==> src/rtl/alu_bist_pkg.sv <==
// ============================================================================
// Module : picoMIPS_package
// Brief  : Shared ALU function codes, BIST states and the golden ALU model.
// Rev    : 1.0  initial release
// ============================================================================
`default_nettype none

package picoMIPS_package;

    localparam int DATA_WIDTH = 8;
    // Widest operand the golden model supports
    localparam int MAX_W      = 16;

    localparam logic [2:0] ALU_ADD = 3'b000;
    localparam logic [2:0] ALU_SUB = 3'b001;
    localparam logic [2:0] ALU_AND = 3'b010;
    localparam logic [2:0] ALU_MUL = 3'b100;

    typedef enum logic [1:0] {
        IDLE = 2'd0,
        RUN  = 2'd1,
        DONE = 2'd2
    } bist_state_t;

    // Maps the sweep's function index (0..3) onto an ALU function code.
    function automatic logic [2:0] func_code(input logic [1:0] idx);
        logic [2:0] c;
        case (idx)
            2'd0:    c = ALU_ADD;
            2'd1:    c = ALU_SUB;
            2'd2:    c = ALU_AND;
            default: c = ALU_MUL;
        endcase
        return c;
    endfunction

    // Golden ALU result for a w-bit datapath; MUL keeps the Q1.(w-1) product.
    function automatic logic [MAX_W-1:0] alu_model(
        input logic [MAX_W-1:0] a,
        input logic [MAX_W-1:0] b,
        input logic [2:0]       ctrl,
        input int               w = DATA_WIDTH
    );
        logic [MAX_W-1:0]          mask;
        logic signed [2*MAX_W-1:0] sa;
        logic signed [2*MAX_W-1:0] sb;
        logic signed [2*MAX_W-1:0] prod;
        logic [MAX_W-1:0]          r;
        mask = MAX_W'((32'd1 << w) - 32'd1);
        sa   = $signed({{MAX_W{1'b0}}, a & mask});
        sb   = $signed({{MAX_W{1'b0}}, b & mask});
        sa   = (sa <<< (2*MAX_W - w)) >>> (2*MAX_W - w);
        sb   = (sb <<< (2*MAX_W - w)) >>> (2*MAX_W - w);
        prod = sa * sb;
        case (ctrl)
            ALU_ADD: r = a + b;
            ALU_SUB: r = a - b;
            ALU_AND: r = a & b;
            ALU_MUL: r = MAX_W'(prod >>> (w - 1));
            default: r = '0;
        endcase
        return r & mask;
    endfunction

endpackage

`default_nettype wire

==> src/rtl/alu_bist_vecgen.sv <==
// ============================================================================
// Module : alu_bist_vecgen
// Brief  : Operand/function sweep counters for the ALU BIST (B inner, A middle).
// Rev    : 1.0  initial release
// ============================================================================
`default_nettype none

module alu_bist_vecgen
    import picoMIPS_package::*;
#(
    parameter int DATA_WIDTH = 8
) (
    input  logic                  clk,
    input  logic                  rst,
    input  logic                  i_load,
    input  logic                  i_advance,
    output logic [DATA_WIDTH-1:0] o_a,
    output logic [DATA_WIDTH-1:0] o_b,
    output logic [2:0]            o_ctrl,
    output logic                  o_last_vec
);

    logic [DATA_WIDTH-1:0] r_a;
    logic [DATA_WIDTH-1:0] r_b;
    logic [1:0]            r_fidx;
    logic [2:0]            r_ctrl;

    always_ff @(posedge clk) begin
        if (rst || i_load) begin
            r_a    <= '0;
            r_b    <= '0;
            r_fidx <= 2'd0;
            r_ctrl <= ALU_ADD;
        end else if (i_advance) begin
            r_b <= r_b + 1'b1;
            if (&r_b) begin
                r_a <= r_a + 1'b1;
                // Function code is registered alongside its index so ctrl is glitch-free
                if (&r_a) begin
                    r_fidx <= r_fidx + 2'd1;
                    r_ctrl <= func_code(r_fidx + 2'd1);
                end
            end
        end
    end

    assign o_a        = r_a;
    assign o_b        = r_b;
    assign o_ctrl     = r_ctrl;
    assign o_last_vec = (r_fidx == 2'd3) && (&r_a) && (&r_b);

endmodule

`default_nettype wire

==> src/rtl/alu_bist.sv <==
// ============================================================================
// Module : alu_bist
// Brief  : Built-in self-test sweeping every operand pair and function of the ALU.
// Rev    : 1.0  initial release
// ============================================================================
`default_nettype none

module alu_bist
    import picoMIPS_package::*;
#(
    parameter int DATA_WIDTH = picoMIPS_package::DATA_WIDTH,
    parameter int ERR_W      = 16
) (
    input  logic                         clk,
    input  logic                         reset,
    input  logic                         start,
    output logic signed [DATA_WIDTH-1:0] A,
    output logic signed [DATA_WIDTH-1:0] B,
    output logic [2:0]                   ctrl,
    input  logic signed [DATA_WIDTH-1:0] result,
    output logic                         busy,
    output logic                         done,
    output logic                         pass,
    output logic [ERR_W-1:0]             err_count,
    output logic [DATA_WIDTH-1:0]        fail_A,
    output logic [DATA_WIDTH-1:0]        fail_B,
    output logic [2:0]                   fail_ctrl,
    output logic [DATA_WIDTH-1:0]        fail_result
);

    bist_state_t           r_state;
    bist_state_t           w_state_next;
    logic                  w_load;
    logic                  w_advance;
    logic                  w_last_vec;
    logic                  w_mismatch;
    logic [DATA_WIDTH-1:0] w_a;
    logic [DATA_WIDTH-1:0] w_b;
    logic [2:0]            w_ctrl;
    logic [DATA_WIDTH-1:0] w_expected;
    logic [ERR_W-1:0]      r_err_count;
    logic [ERR_W-1:0]      w_err_next;
    logic                  r_pass;
    logic [DATA_WIDTH-1:0] r_fail_a;
    logic [DATA_WIDTH-1:0] r_fail_b;
    logic [2:0]            r_fail_ctrl;
    logic [DATA_WIDTH-1:0] r_fail_result;

    alu_bist_vecgen #(
        .DATA_WIDTH (DATA_WIDTH)
    ) u_vecgen (
        .clk        (clk),
        .rst        (reset),
        .i_load     (w_load),
        .i_advance  (w_advance),
        .o_a        (w_a),
        .o_b        (w_b),
        .o_ctrl     (w_ctrl),
        .o_last_vec (w_last_vec)
    );

    assign w_expected = DATA_WIDTH'(alu_model(MAX_W'(w_a), MAX_W'(w_b), w_ctrl, DATA_WIDTH));
    assign w_mismatch = (r_state == RUN) && ($unsigned(result) != w_expected);
    assign w_err_next = (w_mismatch && !(&r_err_count)) ? r_err_count + ERR_W'(1) : r_err_count;

    always_ff @(posedge clk) begin
        if (reset) begin
            r_state <= IDLE;
        end else begin
            r_state <= w_state_next;
        end
    end

    always_comb begin
        w_state_next = r_state;
        w_load       = 1'b0;
        w_advance    = 1'b0;
        case (r_state)
            IDLE: begin
                if (start) begin
                    w_load       = 1'b1;
                    w_state_next = RUN;
                end
            end
            RUN: begin
                // The last vector is left on A/B/ctrl so the port holds in IDLE
                if (w_last_vec) begin
                    w_state_next = DONE;
                end else begin
                    w_advance = 1'b1;
                end
            end
            DONE:    w_state_next = IDLE;
            default: w_state_next = IDLE;
        endcase
    end

    always_ff @(posedge clk) begin
        if (reset || w_load) begin
            r_err_count   <= '0;
            r_pass        <= 1'b0;
            r_fail_a      <= '0;
            r_fail_b      <= '0;
            r_fail_ctrl   <= 3'b000;
            r_fail_result <= '0;
        end else if (r_state == RUN) begin
            r_err_count <= w_err_next;
            if (w_mismatch && (r_err_count == '0)) begin
                r_fail_a      <= w_a;
                r_fail_b      <= w_b;
                r_fail_ctrl   <= w_ctrl;
                r_fail_result <= $unsigned(result);
            end
            // Includes the final vector's outcome so pass is valid alongside done
            if (w_last_vec) begin
                r_pass <= (w_err_next == '0);
            end
        end
    end

    assign A           = w_a;
    assign B           = w_b;
    assign ctrl        = w_ctrl;
    assign busy        = (r_state == RUN);
    assign done        = (r_state == DONE);
    assign pass        = r_pass;
    assign err_count   = r_err_count;
    assign fail_A      = r_fail_a;
    assign fail_B      = r_fail_b;
    assign fail_ctrl   = r_fail_ctrl;
    assign fail_result = r_fail_result;

endmodule

`default_nettype wire

==> config.mk <==
export PLATFORM = sky130hd
export DESIGN_NAME = alu_bist
export DESIGN_NICKNAME = d
export VERILOG_FILES = /design/src/rtl/alu_bist_pkg.sv /design/src/rtl/alu_bist_vecgen.sv /design/src/rtl/alu_bist.sv
export SDC_FILE = /design/constraint.sdc
export NUM_CORES = 1
export LEC_CHECK = 0
export ABC_AREA = 1
export BUFFER_PORTS_ARGS = -buffer_cell sky130_fd_sc_hd__buf_2
export CAP_MARGIN = 10
export CORE_ASPECT_RATIO = 0.7
export CORE_MARGIN = 2
export CORE_UTILIZATION = 37
export DETAILED_ROUTE_END_ITERATION = 8
export PLACE_DENSITY = 0.65
export SKIP_LAST_GASP = 1
export SLEW_MARGIN = 20
export SYNTH_ARGS = -nofsm -noshare
export SYNTH_HDL_FRONTEND = slang
export SYNTH_SLANG_ARGS = --single-unit
==> constraint.sdc <==
create_clock -name clk -period 6.5 [get_ports clk]
set_input_delay 0.975 -clock clk [delete_from_list [all_inputs] [get_ports clk]]
set_output_delay 0.975 -clock clk [all_outputs]
set_load 0.05 [all_outputs]
Word level (Yosys, flattened, before mapping)
Cells that the tools add are included.
- bits in registers: 67
- logic and storage cells: 60
- output and inout port bits: 65
- mux-type cells: 10
- bitwise gates (word level): 1
- equal/unequal tests: 11
- multipliers: 1
- $add $sub $neg: 6
- reductions and logical operators: 20
- operators with widths (operator ; number):
    $logic_not A16 Y1 ; 2
    $pmux W8 S4 ; 1
    $reduce_and A17 Y1 ; 1
    $add A16 B1 Y16 const B ; 1
    $add A8 B1 Y8 const B ; 2
    $mux W16 ; 1
    $reduce_and A16 Y1 ; 1
    $reduce_and A8 Y1 ; 2
    $mul A8 B8 Y15 ; 1
    $pmux W3 S3 ; 1
    $reduce_and A9 Y1 ; 1
    $add A8 B8 Y8 ; 1
    $and A8 B8 Y8 ; 1
    $ne A8 B8 Y1 ; 1
    $sub A8 B8 Y8 ; 1
    $eq A2 B2 Y1 const B ; 3
    $reduce_and A2 Y1 ; 3
    $logic_and A1 B1 Y1 ; 5
    $eq A2 B1 Y1 const B ; 2
    $logic_not A2 Y1 ; 2
    $mux W1 ; 4
    $mux W2 ; 2
    $pmux W2 S2 ; 1
    $eq A3 B1 Y1 const B ; 1
    other kinds (8) ; 8

Logic depth before layout (Yosys ltp)
- depth in word-level cells: 7
- mapped depth: 35
- depth with buffers taken out: 33

Cells and area by module
From an unflattened synthesis, not the netlist that was laid out.
- cell total of the unflattened synthesis: 976
- area, all modules: 6656.4 sq um
- by module, submodules not included (module ; area an instance (sq um) ; instances ; seq. area each (sq um) ; cells an instance):
    alu_bist ; 5560.3 ; 1 ; 920.9 ; 826
    alu_bist_vecgen ; 1096.1 ; 1 ; 420.4 ; 150

Worst setup path after synthesis
Ideal clock, no wire load.
- kind: reg2reg
- start point: register u_vecgen.r_b[3] (netlist: u_vecgen.o_b[3])
- end point: register r_pass (netlist: pass)
- library setup time: 0.131 ns
- path slack: 0.939 ns
- data arrival time: 5.430 ns
- cell stages (with the launch flop): 31
- path buffers: 3
- path through: dfxtp_1 > buf_2 > clkbuf_1 > nand2_1 > fa_1 > inv_1 > fa_1 > inv_1 > fa_1 > fa_1 > inv_1 > ha_1 > inv_1 > o21bai_1 > nor2_1 > nand2_1 > nor2_1 > nand3_1 > nand3_2 > nand2_1 > nand2_1 > nand2_2 > nand4_4 > nand3_4 > buf_8 > o21ai_1 > clkinv_1 > nand3_1 > nor2_1 > nand2_1 > a21oi_2
- word-level cells in the longest chain between the ends: 7
- RTL lines (item ; line ; text):
    from (decl) ; alu_bist_vecgen.sv:24 ; logic [DATA_WIDTH-1:0] r_b;
    from (signal assigned) ; alu_bist_vecgen.sv:35 ; r_b <= r_b + 1'b1;
    $mul A8 B8 Y15, or another cell as far along ; alu_bist_pkg.sv:54 ; prod = sa * sb;
    $pmux W8 S4 ; alu_bist_pkg.sv:55 ; case (ctrl)
    $ne A8 B8 Y1 ; alu_bist.sv:63 ; assign w_mismatch = (r_state == RUN) && ($unsigned(result) != w_expected);
    $logic_and A1 B1 Y1 ; alu_bist.sv:63 ;
    $logic_and A1 B1 Y1 ; alu_bist.sv:64 ; assign w_err_next = (w_mismatch && !(&r_err_count)) ? r_err_count + ERR_W'(1) : r_err_count;
    $mux W16 ; alu_bist.sv:64 ;
    $logic_not A16 Y1 ; alu_bist.sv:116 ; r_pass <= (w_err_next == '0);
    to (signal assigned) ; alu_bist.sv:116 ;
    to (decl) ; alu_bist.sv:43 ; logic r_pass;
Several ways; a longest one is shown, not always the timed one.
A chain may end at the register's enable or synchronous reset.

Worst setup path in the final report
Ends and elaborated chain as after synthesis.

==> flow_summary.yaml <==
route:
  wirelength_microns: 18400
  via_count: 6307
  route.detailed.drc: 0
  drt_iter0_drc: 603
  first_pass_iters: 5
  viasPerCell: 4.91
  postRouteAntennaNets: 0
  drt-wirelength-per-cell_microns: 14.4
power_and_ir_drop:
  p_leak_nw: 3.73
  p_per_area_nw_per_um2: 151
  combPwrFrac: 0.187
  p_switching_mw: 0.349
  clockPowerShare: 0.435
  vdd_drop_max_v: 0.000101
  p_int_mw: 0.793
  seqPwrFrac: 0.378
  switching_share: 0.306
synth:
  synth_fa_ha_area_frac: 0.235
  synth_area_leaders: "dfxtp_1 20%, fa_1 16%, nand2_1 13%, inv_1 12%, ha_1 8.0%"
  yosys.cell_count.top_type: "nand2_1"
  synthMuxAreaShare: 0
  synth_compound_gate_area_share: 0.0980
  syn_avg_cell_area_sq_um: 6.74
  syn_area_sq_um: 6590
  synth_cell_type_count: 41
  synth_area_leader_cell: "dfxtp_1"
  synth_top_area_share: 0.204
  synthSimpleGateAreaFrac: 0.291
  yosysWarnings: 0
  synthFlopType: "dfxtp_1"
  synth_top_family_by_area: "simple AND/OR/NAND/NOR gates"
  synth-seq-cells: 67
  seq_area_frac_synth: 0.204
  syn_nets: 1081
  synthCells: 977
  synth_edf_count: 0
  synth_top_cells_by_count: "233 x nand2_1, 203 x inv_1, 67 x dfxtp_1"
  synthXorXnorAreaFrac: 0.0266
  async_reset_ff_frac: 0
timing:
  rsz0062_at_grt: "false"
  fin_crit_ns: 6.02
  final_hold_viol_count: 0
  fmax_ghz: 0.166
  worst_slack_ns: 0.476
  post-route-period-util: 0.927
  slew_viol_final: 0
  setup_viol: 0
  worst_pin_slew_ns: 0.879
  fin_skew_ns: 0.0111
  slew_headroom: 0.410
  setup_tns_ns: 0
cells_and_area:
  final_nets: 1153
  multi_input_area_sq_um: 4280
  n_fill_cell: 1828
  seqCellArea_sq_um: 1340
  num_antenna_cells: 0
  drive_above_1_share: 0.136
  synthToLayoutAreaGrowth_pct: 14.7
global_routing:
  grt-ovfl-total: 0
  grt_pass1_wl_microns: 29200
  antenna_found_initial: 0
  grt_max_degree: 40
  grt_pass1_vias: 5556
  grtUsageTotal: 0.199
flow_run:
  cap_violations: 0
die:
  fp.coreArea_sq_um: 17300
  die_w_microns: 163
  chipHeight_microns: 116
  initial_utilization: 0.381
  rows: 40
  die_area_sq_um: 18900
  pin_count: 76
clock_network:
  clock_path_buffers: 2
  clock_sinks: 67
  cts.clk_slew.worst_paths_ns: 0.06
  tritoncts: "yes"
  root_buffer: "clkbuf_16"
  cts_htree_levels: 3
  insertion_delay_ns: 0.34
  ctsHoldBuffers: 0
  cts_buffers: 9
worst_hold_path:
  hold_class: "register to register"
  hp-start: "fail_result[6]"
setup_path:
  criticalPathCategory: "register to register"
  worstPathArrival_ns: 6.27
  endpoint_kind: "register"
  worstPathMaxFanout: 19
  required_ns: 6.75
  crit_top_cell: "nand2_1"
  reg2reg_from: "u_vecgen.o_b[3]"
  cp-start-kind: "register"
  startpoint: "u_vecgen.o_b[3]"
  critPathSlowestCell: "fa_1"
  crit_path_max_incr_delay_ns: 0.69
placement:
  io_buffers: 75
  dp_hpwl_microns: 14800
  gp_congestion: 0.907
  dp_slack_ns: 0.414
status:
  status: "completed"
==> per-stage QoR <==
step | hold slack (ns) | cell area, sq um | utilization | instances | total power, mW
after floorplan | 0.496 | 6590 | - | 977 | 0.603
after global placement | 0.432 | 7250 | 0.420 | 1269 | 0.648
after detailed placement | 0.435 | 7250 | 0.420 | 1269 | 0.651
after CTS | 0.445 | 7550 | 0.437 | 1285 | 1.15
after global routing | 0.454 | 7550 | 0.437 | 1285 | 1.19
final | 0.444 | 7550 | 0.437 | 1285 | 1.14
==> flip-flops by register name (all words and copies together), names as in the netlist, 3 cells and up <==
name             cells
u_vecgen.o_a         8
u_vecgen.o_b         8
u_vecgen.o_ctrl      3
fail_B               8
err_count           16
fail_ctrl            3
fail_A               8
fail_result          8
==> power by group through the flow <==
stage	clock network (mW)	logic, mW	registers [mW]
after CTS	0.505	0.212	0.431
final	0.497	0.214	0.431
after floorplan	0	0.126	0.478
after detailed placement	0	0.211	0.440
after global routing	0.525	0.237	0.432
after global placement	0	0.209	0.440
==> worst max-delay path: cells and delay by family (launching register included) <==
family	cells	cell delay, ns
buf+inv	4	0.26
fa+ha+maj	5	2.60
flops	1	0.67
simple gates	18	2.16
compound gates	2	0.24
==> placed cells by master, fill, tap and decap left out, drive strengths merged <==
cell	n
ha	42
a21oi	67
nand3	59
dfxtp	67
nor3b	2
a31oi	4
nand3b	5
or2	5
nor2	60
o21ai	45
fa	51
inv	213
xnor2	4
a22oi	1
nand4	26
o21bai	2
o31ai	1
clkinvlp	3
nand2	243
nor3	26
clkbuf	11
bufinv	1
nor4	3
xor2	16
buf	93
clkinv	4
==> path summary, 6_finish.rpt <==
kind | slack (ns) | endpoint | cells after the start
worst min-delay path | 0.44 | fail_result[6] | 2
worst max register to register | 0.48 | pass | 29
worst max-delay path | 0.48 | pass | 29
worst min register to register | 0.44 | fail_result[6] | 2
==> cells by family (layout without fill, tap and decap cells) <==
| family | after synthesis | after routing |
|---|---|---|
| XOR/XNOR | 20 | 20 |
| AND/OR/NAND/NOR | 429 | 429 |
| adder cells (fa/ha/maj) | 93 | 93 |
| AO/OA/AOI/OAI | 120 | 120 |
| flip-flops | 67 | 67 |
| buffers and inverters | 248 | 325 |
==> layer usage <==
layer / part of all wire / vias to the layer above / GRT usage / wire length [microns]
li1: - / 3168 / - / -
met1: 0.52 / 2868 / 0.321 / 9510
met2: 0.38 / 254 / 0.266 / 6990
met3: 0.098 / 17 / 0.0508 / 1810
met4: 0.0076 / 0 / 0.0298 / 140
met5: 0 / - / 0 / 0
==> cell type report <==
type / count / share of cell area
Clock buffer: 11 / 0.0321
Clock inverter: 5 / 0.00812
Inverter: 216 / 0.107
Multi-Input combinational cell: 662 / 0.567
Sequential cell: 67 / 0.178
Tap cell: 231 / 0.0383
Timing Repair Buffer: 93 / 0.0692
==> timing repair <==
item,in CTS,in global routing
setup endpoints to repair,0,7
resized for setup,0,1
setup buffers,0,0
(Power assumes the default switching activity.)
